$ cat src/rtl/rr_byte_arbiter.sv
// Four-channel round-robin byte arbiter with a one-entry registered output slot.
// A new grant may be issued in the same cycle that the held byte drains, so throughput is one byte per cycle.
module rr_byte_arbiter (
   input  logic       clk,
   input  logic       rst,
   input  logic [3:0] req,
   input  logic [7:0] a,
   input  logic [7:0] b,
   input  logic [7:0] c,
   input  logic [7:0] d,
   output logic [1:0] select,
   output logic [3:0] ack,
   output logic [7:0] out_data,
   output logic       out_valid,
   input  logic       out_ready,
   output logic [7:0] xfer_cnt
);

   typedef enum logic {IDLE = 1'b0, HOLD = 1'b1} state_t;

   state_t     state_q;
   logic [1:0] ptr_q;
   logic [1:0] select_q;
   logic [7:0] out_data_q;
   logic       out_valid_q;
   logic [7:0] xfer_cnt_q;
   logic [7:0] xfer_cnt_d;

   logic [1:0] winner_s;
   logic       found_s;
   logic [1:0] probe_s;
   logic [7:0] win_byte_s;
   logic       xfer_s;
   logic       grant_s;

   // Rotating-priority search starting at the pointer
   always_comb begin
      winner_s = ptr_q;
      found_s  = 1'b0;
      probe_s  = ptr_q;
      for (int k = 0; k < 4; k++) begin
         probe_s = ptr_q + 2'(k);
         if (!found_s && req[probe_s]) begin
            winner_s = probe_s;
            found_s  = 1'b1;
         end else begin
            found_s  = found_s;
         end
      end
   end

   always_comb begin
      case (winner_s)
         2'd0:    win_byte_s = a;
         2'd1:    win_byte_s = b;
         2'd2:    win_byte_s = c;
         2'd3:    win_byte_s = d;
         default: win_byte_s = 8'h00;
      endcase
   end

   assign xfer_s     = out_valid_q & out_ready;
   assign grant_s    = ~rst & (|req) & ((state_q == IDLE) | xfer_s);
   assign xfer_cnt_d = xfer_cnt_q + 8'd1;

   always_comb begin
      ack = 4'b0000;
      if (grant_s) begin
         ack[winner_s] = 1'b1;
      end else begin
         ack = 4'b0000;
      end
   end

   // Reset discards a held byte without counting it
   always_ff @(posedge clk) begin
      if (rst) begin
         state_q     <= IDLE;
         ptr_q       <= 2'd0;
         select_q    <= 2'b00;
         out_data_q  <= 8'h00;
         out_valid_q <= 1'b0;
         xfer_cnt_q  <= 8'h00;
      end else begin
         if (xfer_s) begin
            xfer_cnt_q <= xfer_cnt_d;
         end else begin
            xfer_cnt_q <= xfer_cnt_q;
         end
         case (state_q)
            IDLE: begin
               if (grant_s) begin
                  out_data_q  <= win_byte_s;
                  select_q    <= winner_s;
                  out_valid_q <= 1'b1;
                  ptr_q       <= winner_s + 2'd1;
                  state_q     <= HOLD;
               end else begin
                  state_q     <= IDLE;
               end
            end
            HOLD: begin
               if (grant_s) begin
                  out_data_q  <= win_byte_s;
                  select_q    <= winner_s;
                  out_valid_q <= 1'b1;
                  ptr_q       <= winner_s + 2'd1;
                  state_q     <= HOLD;
               end else if (xfer_s) begin
                  out_valid_q <= 1'b0;
                  state_q     <= IDLE;
               end else begin
                  state_q     <= HOLD;
               end
            end
            default: begin
               state_q     <= IDLE;
               out_valid_q <= 1'b0;
            end
         endcase
      end
   end

   assign select    = select_q;
   assign out_data  = out_data_q;
   assign out_valid = out_valid_q;
   assign xfer_cnt  = xfer_cnt_q;

endmodule
$ cat config.mk
export PLATFORM = sky130hd
export DESIGN_NAME = rr_byte_arbiter
export DESIGN_NICKNAME = d
export VERILOG_FILES = /design/src/rtl/rr_byte_arbiter.sv
export SDC_FILE = /design/constraint.sdc
export NUM_CORES = 1
export LEC_CHECK = 0
export CAP_MARGIN = 5
export CORE_MARGIN = 10
export CORE_UTILIZATION = 42
export DETAILED_ROUTE_END_ITERATION = 10
export PLACE_DENSITY_LB_ADDON = 0.08
export SETUP_SLACK_MARGIN = 0.1
export SYNTH_ARGS = -nofsm -noshare
export SYNTH_HDL_FRONTEND = slang
export SYNTH_SLANG_ARGS = --single-unit
$ cat constraint.sdc
create_clock -name clk -period 4.69 [get_ports clk]
set_clock_uncertainty 0.1 [all_clocks]
set_input_delay 0.7035 -clock clk [delete_from_list [all_inputs] [get_ports clk]]
set_output_delay 0.7035 -clock clk [all_outputs]
set_load 0.05 [all_outputs]
==> results.toml <==
[placement]
hpwl_um = 3150
place_ws_ns = 0.503
port_buffers = 61
gp_congestion = 0.808
dp.cells = 238

[critical_path]
end_kind = "output port"
required_ns = 3.89
crit_path_start_kind = "primary input"
arrival_ns = 3.41
path_class = "primary input to output port"
path_max_fanout = 9

[power_and_ir_drop]
p_leak_nw = 0.698
peakVddDrop_mv = 0.253
total_power_uw = 589
p_per_area_nw_per_um2 = 313

[logic_synthesis]
async_flop_share = 0
syn_nets = 198
syn_area_per_cell_um2 = 7.97
yosys_warnings = 0
yosysUniqueCellTypes = 31
synth_ff_type = "dfxtp_1"
ys_seq_area_frac = 0.361
postSynthCellCount = 153
synth_area_um2 = 1220
ys_seq_elements = 22
synth_edf_count = 0

[global_routing]
grt_max_degree = 24
grt_pass1_vias = 1296
grt_pass1_wl_um = 5980
grt.busiest_layer = "met2"
grtUsageMet3 = 0.0767
grt.total_usage = 0.137
gr-usage-met1 = 0.151
antenna_found_initial = 0
met2_usage = 0.218
grt-ovfl-total = 0

[clock_tree]
cts_tree = "done"
clkSinkCount = 22
cts_resized = 0
clock_latency_ns = 0.31
postCtsHoldBufs = 0
cts_root_buffer = "clkbuf_4"
cts_max_level = 1
clock_path_buffers = 2
postCtsSetupRepairBufs = 0
clkSlewWorstSetupHoldPaths_ns = 0.12
cts_buffers = 3

[run]
cap_violations = 0

[sta]
setup_violations = 0
maxSlewViolCount = 0
setup-tns-final_ns = 0
hold_viol = 0
fin_crit_ns = 4.21
rsz0062_at_grt = "false"
slew_headroom = 0.562
layout_setup_ws_ns = 0.480
whs_ns = 0.365
max_freq_mhz = 238
min_period_over_period = 0.898
worst_slew_pin_slew_ns = 0.657

[die]
std_cell_rows = 19
die_area_um2 = 5460
start_util = 0.442
io_pins = 62
die_x_um = 73.9
die_h_um = 73.9
core_um2 = 2760

[run_status]
status = "completed"

[finish]
nets = 257
stdcell_count = 242
n_antenna_cell = 0
drive_gt1_frac = 0.0474
fill_cells = 229
area_growth_pct = 54.5

[detailed_routing]
wirelength_um = 3910
drt-wirelength-per-cell_um = 16.2
viasPerCell = 5.46
drt_iter0_markers = 87
vias = 1321
antenna_left = 0
drc_errors = 0
drt_first_pass_iters = 6

[min_path]
hp-class = "flip-flop to flip-flop"
final cells by class:
cell class	count	area, um2	share of cell area
multi-input combinational	118	716	0.380
clock inverter	1	30.0	0.0159
timing repair buffer	62	618	0.328
inverter	5	18.8	0.00996
clock buffer	3	22.5	0.0120
tap	31	38.8	0.0206
sequential	22	440	0.234
cells in the final DEF (no fill, tap or decap), types with 2 or more instances in the layout:
master and n:
nand3_1 4, nand2_1 31, clkdlybuf4s50_1 61, nor3_1 2
inv_1 5, a211oi_1 2, a211oi_2 2, o21ai_0 9
dfxtp_1 22, or3_1 2, xnor2_1 3, clkbuf_4 3
nand2b_1 2, a21o_1 3, a21oi_1 15, and2_1 4
xor2_1 2, a222oi_1 8, nor2b_1 2, ha_1 6
nor2_1 11
metal layers:
metal	wire length (um)	part of all wire
met2	1830	0.47
met4	52	0.013
met3	490	0.13
met5	0	0
met1	1540	0.39
synthesized netlist by cell type, types with 2 or more instances:
library cell  instances  share of area
nor2_1               11          0.034
buf_6                 2          0.018
and2_1                4          0.021
clkbuf_1              6          0.018
a21o_1                3          0.018
a21oi_1              15          0.062
dfxtp_1              22           0.36
inv_1                 5          0.015
xnor2_1               3          0.022
a211oi_1              2          0.012
o21ai_0               9          0.037
nand3_1               4          0.016
a211oi_2              2          0.021
xor2_1                2          0.014
nand2_1              31          0.095
nor3_1                2         0.0082
a222oi_1              8          0.066
or3_1                 2          0.010
nor2b_1               2          0.010
ha_1                  6          0.062
nand2b_1              2          0.010
logic make-up after synthesis:
family,count (synthesis),share of synthesized area
xor gates and xnor gates,5,0.0359
buffers and inverters,13,0.0523
adders and majority gates,6,0.0615
and+or+nand+nor,63,0.244
AOI/OAI and AO/OA,44,0.245
DFF,22,0.361
sequential cells by signal, indices dropped and copies added, names as in the netlist:
| signal | count |
|---|---|
| out_data | 8 |
| out_valid | 1 |
| ptr_q | 2 |
| select | 2 |
| state_q | 1 |
| xfer_cnt | 8 |
metrics by stage:
step	cell area, um2	utilization
finish	1880	0.683
global route	1880	0.683
CTS	1880	0.683
detailed placement	1830	0.664
global placement	1830	0.664
floorplan	1220	-
where the power goes:
group | internal, mW | switching, mW | total [mW] | leakage (nW)
clock | 0.0863 | 0.0590 | 0.145 | 0.0279
combinational | 0.0946 | 0.134 | 0.229 | 0.490
sequential | 0.203 | 0.0124 | 0.215 | 0.180
total | 0.384 | 0.205 | 0.589 | 0.698
path summary, 6_finish.rpt:
path                    start          end  slack, ns  depth (start not counted)
hold / removal    out_data[5]  out_data[5]       0.37                          2
setup / recovery       req[3]       ack[1]       0.48                          7
hold reg to reg   out_data[5]  out_data[5]       0.37                          2
setup reg to reg     ptr_q[0]  out_data[3]       2.27                          9
critical path, stage by stage:
cell and delay, ns:
clkdlybuf4s50_1 0.61, inv_1 0.10, a21o_1 0.20, a211oi_2 0.39, ha_1 0.42, and2_1 0.18, clkdlybuf4s50_1 0.80
Note: power is estimated with default switching activity, not from simulation.
==> patch 1 (same settings) <==
Reset style: asynchronous (`rst`), changed in one clocked block.
--- a/src/rtl/rr_byte_arbiter.sv
+++ b/src/rtl/rr_byte_arbiter.sv
@@ -74,5 +74,5 @@
 
    // Reset discards a held byte without counting it
-   always_ff @(posedge clk) begin
+   always_ff @(posedge clk or posedge rst) begin
       if (rst) begin
          state_q     <= IDLE;
Function: differs if rst is asserted again (counterexample within 4 cycles, from zero or initial values and one cycle with rst high); with rst held inactive, the same outputs for 10 cycles.
==> patch 1 against the unedited design <==
  * Maximum frequency increased by 19%
  * Setup slack improved by 0.67 ns
  * Sequential cell count unchanged
  * Synthesized area increased by 2.4%
  * Critical endpoint is now ack[2]
  * Wire length decreased by 7.9%
  * Critical path type unchanged
  * Hold slack improved by 0.015 ns
  * Design area increased by 2.4%
Power is not compared: it rests on default switching activity, and its combinational part moved more than twofold at a synthesized area within 25%.
==> patch 1: results (changes against the unedited design) <==
Clock tree
  – CTS Root Cell: clkbuf_4
  – Cts bufs inserted: 3 (unchanged)
  – Clock Path Buffers: 2 (unchanged)

Run status
  – Status: finished clean

Global route
  – Total GRT Usage: 0.129 (-0.00852)
  – Largest net degree at the start of global routing: 23 (-4.2%)
  – Grt total ovfl: 0 (unchanged)
  – Vias in the first global route: 1,132 (-13%)
  – Global-route wire length before repair: 5.63 mm (-5.9%)

Placement
  – Pre-CTS worst setup slack: 1.17 ns (+0.667 ns)
  – GPL Wtd Cong: 0.761 (-5.8%)
  – Port-buffer cells: 61 (unchanged)
  – Dpl hpwl: 2.91 mm (-7.8%)
  – DP Cell Count: 205 (-14%)

Synth
  – Synth cell types: 25 (-19%)
  – Compound-Gate Fraction of Synth Area: 0.167 (-0.0778)
  – Mean post-synth cell area: 10.8 sq um (+35%)
  – Post-Synth Adder-Cell Area: 0.0601 (-0.00142)
  – Ranking of synthesized cells by area: dfrtp_1 44%, a222oi_1 6.4%, mux2_2 6.3%
  – Mux cell area share after synthesis: 0.131 (+0.131)
  – Async SR Flop Fraction: 1.00 (+1.00)
  – Post-Synthesis Net Count: 161 (-19%)
  – Post-synthesis sequential area ratio: 0.441 (+0.0799)
  – Post-Synth XOR/XNOR Area: 0.0491 (+0.0132)
  – Commonest cells post-synth: 22 x dfrtp_1, 14 x nand2_1, 9 x o21ai_0
  – Warnings, synthesis: 0 (unchanged)

Detailed routing
  – Via-to-Cell Ratio: 5.37 (-1.7%)
  – Wire length per cell: 17.2 microns (+6.7%)
  – DR pass1 iterations: 5 (-1)
  – Post-Route WL: 3.60 mm (-7.9%)
  – DRT iter0 DRCs: 84 (-3.4%)

Worst setup path
  – Max incr delay on CP: 0.58 ns (-0.22 ns)
  – Worst EP arrival: 2.73 ns (-0.68 ns)
  – Top Family by Delay on Critical Path: buffers and inverters
  – Worst Reg-to-Reg Cells: 8 (-1)
  – Slowest library cell on the worst path: clkdlybuf4s50_1
  – Critical R2R Capture: out_data[4]$_DFFE_PP0P_
  – Crit path max fanout: 9 (unchanged)
  – Critical R2R Launch: ptr_q[0]$_DFFE_PP0P_

Min path
  – Worst hold path startpoint: xfer_cnt[7]$_DFFE_PP0P_
  – Hold path depth: 1 (-1)
  – Hold path endpoint: xfer_cnt[7]$_DFFE_PP0P_
  – Hold Crit Class: flip-flop to flip-flop

Timing
  – Worst-Margin Slew: 0.519 ns (-0.138 ns)

Layout
  – Share of layout cells above drive strength 1: 0.140 (+0.0931)
  – Nets: 224 (-13%)
## patch 1: cell types whose count changed after synthesis, moves of 3 or more
cell      unedited run  this run
dfrtp_1              0        22
dfxtp_1             22         0
nand2_1             31        14
a21oi_1             15         4
mux2_2               0         7
nor2_1              11         5
mux2_4               0         5
a21o_1               3         0
clkbuf_1             6         3
## patch 1: worst max-delay path by stage
stage               startpoint  endpoint  slack (ns)  depth (start not counted)
floorplan                  rst    ack[0]        1.50                          5
global placement        req[0]    ack[2]        1.27                          8
detailed placement      req[0]    ack[2]        1.17                          8
CTS                     req[0]    ack[2]        1.16                          8
global route            req[0]    ack[2]        1.05                          8
finish                  req[0]    ack[2]        1.15                          8
## patch 1: worst register-to-register path, cell delays in order (launching register included)
cell	delay (ns)
dfrtp_1	0.42
nor2b_1	0.15
nor2_1	0.05
o2bb2ai_1	0.31
inv_1	0.14
ha_1	0.34
a222oi_1	0.37
o21ai_0	0.15
mux2_4	0.28
## patch 1: area by class of cell
cell class	instances	area, sq um
flip-flops and latches	22	551
clock buffers	3	22.5
repair buffers	63	616
clock inverters	1	30.0
well taps	31	38.8
multi-input cells	84	653
fillers	218	876
inverters	5	18.8
## patch 1: per-stage QoR
| step | cell area [sq um] | hold WS (ns) |
|---|---|---|
| after global placement | 1880 | 0.360 |
| after floorplan | 1250 | 0.410 |
| after CTS | 1930 | 0.382 |
| after detailed placement | 1880 | 0.362 |
| final | 1930 | 0.380 |
| after global routing | 1930 | 0.405 |
## patch 1: power by group
part	switching, uW	total (uW)	internal [uW]
Sequential	55.8	316	260
Combinational	413	685	273
Clock	56.0	142	86.3
Total	525	1140	620
## patch 1: layer usage
layer	up-vias	track usage	routed length, microns
li1	544	-	-
met1	536	0.163	1480
met2	40	0.196	1700
met3	2	0.0492	404
met4	0	0.0441	14
met5	-	0	0
==> patch 2 (config.mk and constraints unchanged) <==
Without the edit above. Put one more register stage on the output `xfer_cnt`. The value now appears one clock later. The other outputs are not delayed to match.
--- a/src/rtl/rr_byte_arbiter.sv
+++ b/src/rtl/rr_byte_arbiter.sv
@@ -125,5 +125,7 @@
    assign out_data  = out_data_q;
    assign out_valid = out_valid_q;
-   assign xfer_cnt  = xfer_cnt_q;
+   always_ff @(posedge clk) begin
+      xfer_cnt <= xfer_cnt_q;
+   end
 
 endmodule
Check against the original RTL: not equivalent (a bounded check fails within 4 cycles, from zero or initial values and one cycle with rst high).
==> patch 2 against the unedited design <==
  * Total power is 33% higher
  * Utilization shrank 0.65 points
  * Highest routed layer unchanged
  * Synthesized area grew 15%
  * Setup slack worse by 0.0084 ns
  * Sequential cell count increased by 8
  * Count of clock-buffer cells in the layout is 2 higher
  * Wire length increased by 1.0%
  * Sequential power is 38% higher
  * Design area is 12% higher
==> patch 2: results (changes against the unedited design) <==
Run status
  – Status: finished clean

Worst setup path
  – Critical R2R Capture: out_data[2]$_SDFFE_PP0P_
  – Worst EP arrival: 3.42 ns (about the same)
  – Setup slack, reg-to-reg: 2.36 ns (+0.09 ns)
  – Critical R2R Launch: ptr_q[1]$_SDFFE_PP0P_

Clock tree
  – Worst-Skew Late Latency: 0.33 ns (+0.02 ns)
  – Cts bufs inserted: 5 (+2)
  – CTS clk-pin slew, worst paths: 0.10 ns (-0.02 ns)
  – Clock H-tree levels: 2 (+1)

Global route
  – Total GRT Usage: 0.132 (-0.00561)
  – Vias in the first global route: 1,357 (+4.7%)
  – Global-route wire length before repair: 6.42 mm (+7.4%)

Synth
  – Synth cell types: 32 (+3.2%)
  – Ranking of synthesized cells by area: dfxtp_1 43%, o21ai_0 7.1%, nand2_1 6.4%
  – Commonest cells post-synth: 30 x dfxtp_1, 24 x nand2_1, 20 x o21ai_0
  – Post-synthesis sequential area ratio: 0.427 (+0.0664)
  – Warnings, synthesis: 0 (unchanged)

Placement
  – GPL Wtd Cong: 0.807 (about the same)

Layout
  – Nets: 266 (+3.5%)
  – Fill count: 255 (+11%)

Min path
  – Worst hold path startpoint: xfer_cnt_q[7]$_SDFFE_PP0P_
  – Hold path depth: 0 (-2)
  – Hold path endpoint: xfer_cnt[7]$_DFF_P_

Detailed routing
  – Wire length per cell: 14.8 microns (-8.1%)
  – DR pass1 iterations: 5 (-1)
  – DRT iter0 DRCs: 130 (+49%)
  – Via-to-Cell Ratio: 5.08 (-7.0%)

Timing
  – Worst-Margin Slew: 0.629 ns (-0.0282 ns)
  – Hold slack final: 0.272 ns (-0.0931 ns)

Pwr
  – Leakage power: 0.000775 uW (+11%)
  – Peak supply drop: 0.229 mV (-9.5%)
==> patch 2: worst max path at each step <==
stage                     slack (ns)  cells after the start  startpoint     end
final                           0.47                      8      req[3]  ack[3]
after global routing            0.28                      7      req[0]  ack[2]
after CTS                       0.47                      7      req[0]  ack[2]
after detailed placement        0.49                      7      req[0]  ack[2]
after global placement          0.59                      7      req[0]  ack[2]
after floorplan                 1.68                      6      req[0]  ack[2]
==> patch 2: cell families after synthesis <==
kind of cell | synth area share
XOR/XNOR | 0.0312
AO/OA/AOI/OAI | 0.199
adder cells (fa/ha/maj) | 0.0534
flip-flops | 0.427
multiplexers | 0.0142
AND/OR/NAND/NOR | 0.228
buffers and inverters | 0.0463
==> patch 2: report_power, final <==
group,switching (uW),total (uW),internal (uW)
registers,17.2,296,279
logic,169,285,116
clock network,91.4,202,110
==> patch 2: layout make-up <==
cell class	count	area, sq um	share of cell area
Multi-Input combinational cell	116	739	0.349
Timing Repair Buffer	63	626	0.296
Sequential cell	30	601	0.284
Tap cell	44	55.1	0.0260
Clock inverter	3	40.0	0.0189
Clock buffer	5	37.5	0.0177
Inverter	5	18.8	0.00887
==> patch 2: routing by layer <==
metal  wire length (microns)  GRT usage  part of all wire
met4                      80     0.0511             0.020
met5                       0          0                 0
met2                    2150      0.245              0.54
met1                    1470      0.125              0.37
met3                     254     0.0553             0.064
==> patch 2: worst max-delay path, delay by kind of cell <==
family / cells / cell delay (ns)
adders and majority gates: 1 / 0.36
and+or+nand+nor: 2 / 0.31
buffers and inverters: 3 / 1.59
AOI/OAI and AO/OA: 2 / 0.46
==> patch 2: through the flow <==
step           cells  utilization  cell area, sq um  setup WS (ns)
2_1_floorplan    159            -              1410           1.68
3_3_place_gp     258        0.652              2040          0.587
3_5_place_dp     258        0.652              2040          0.489
4_1_cts          266        0.677              2120          0.472
5_1_grt          266        0.677              2120          0.284
6_report         266        0.677              2120          0.471
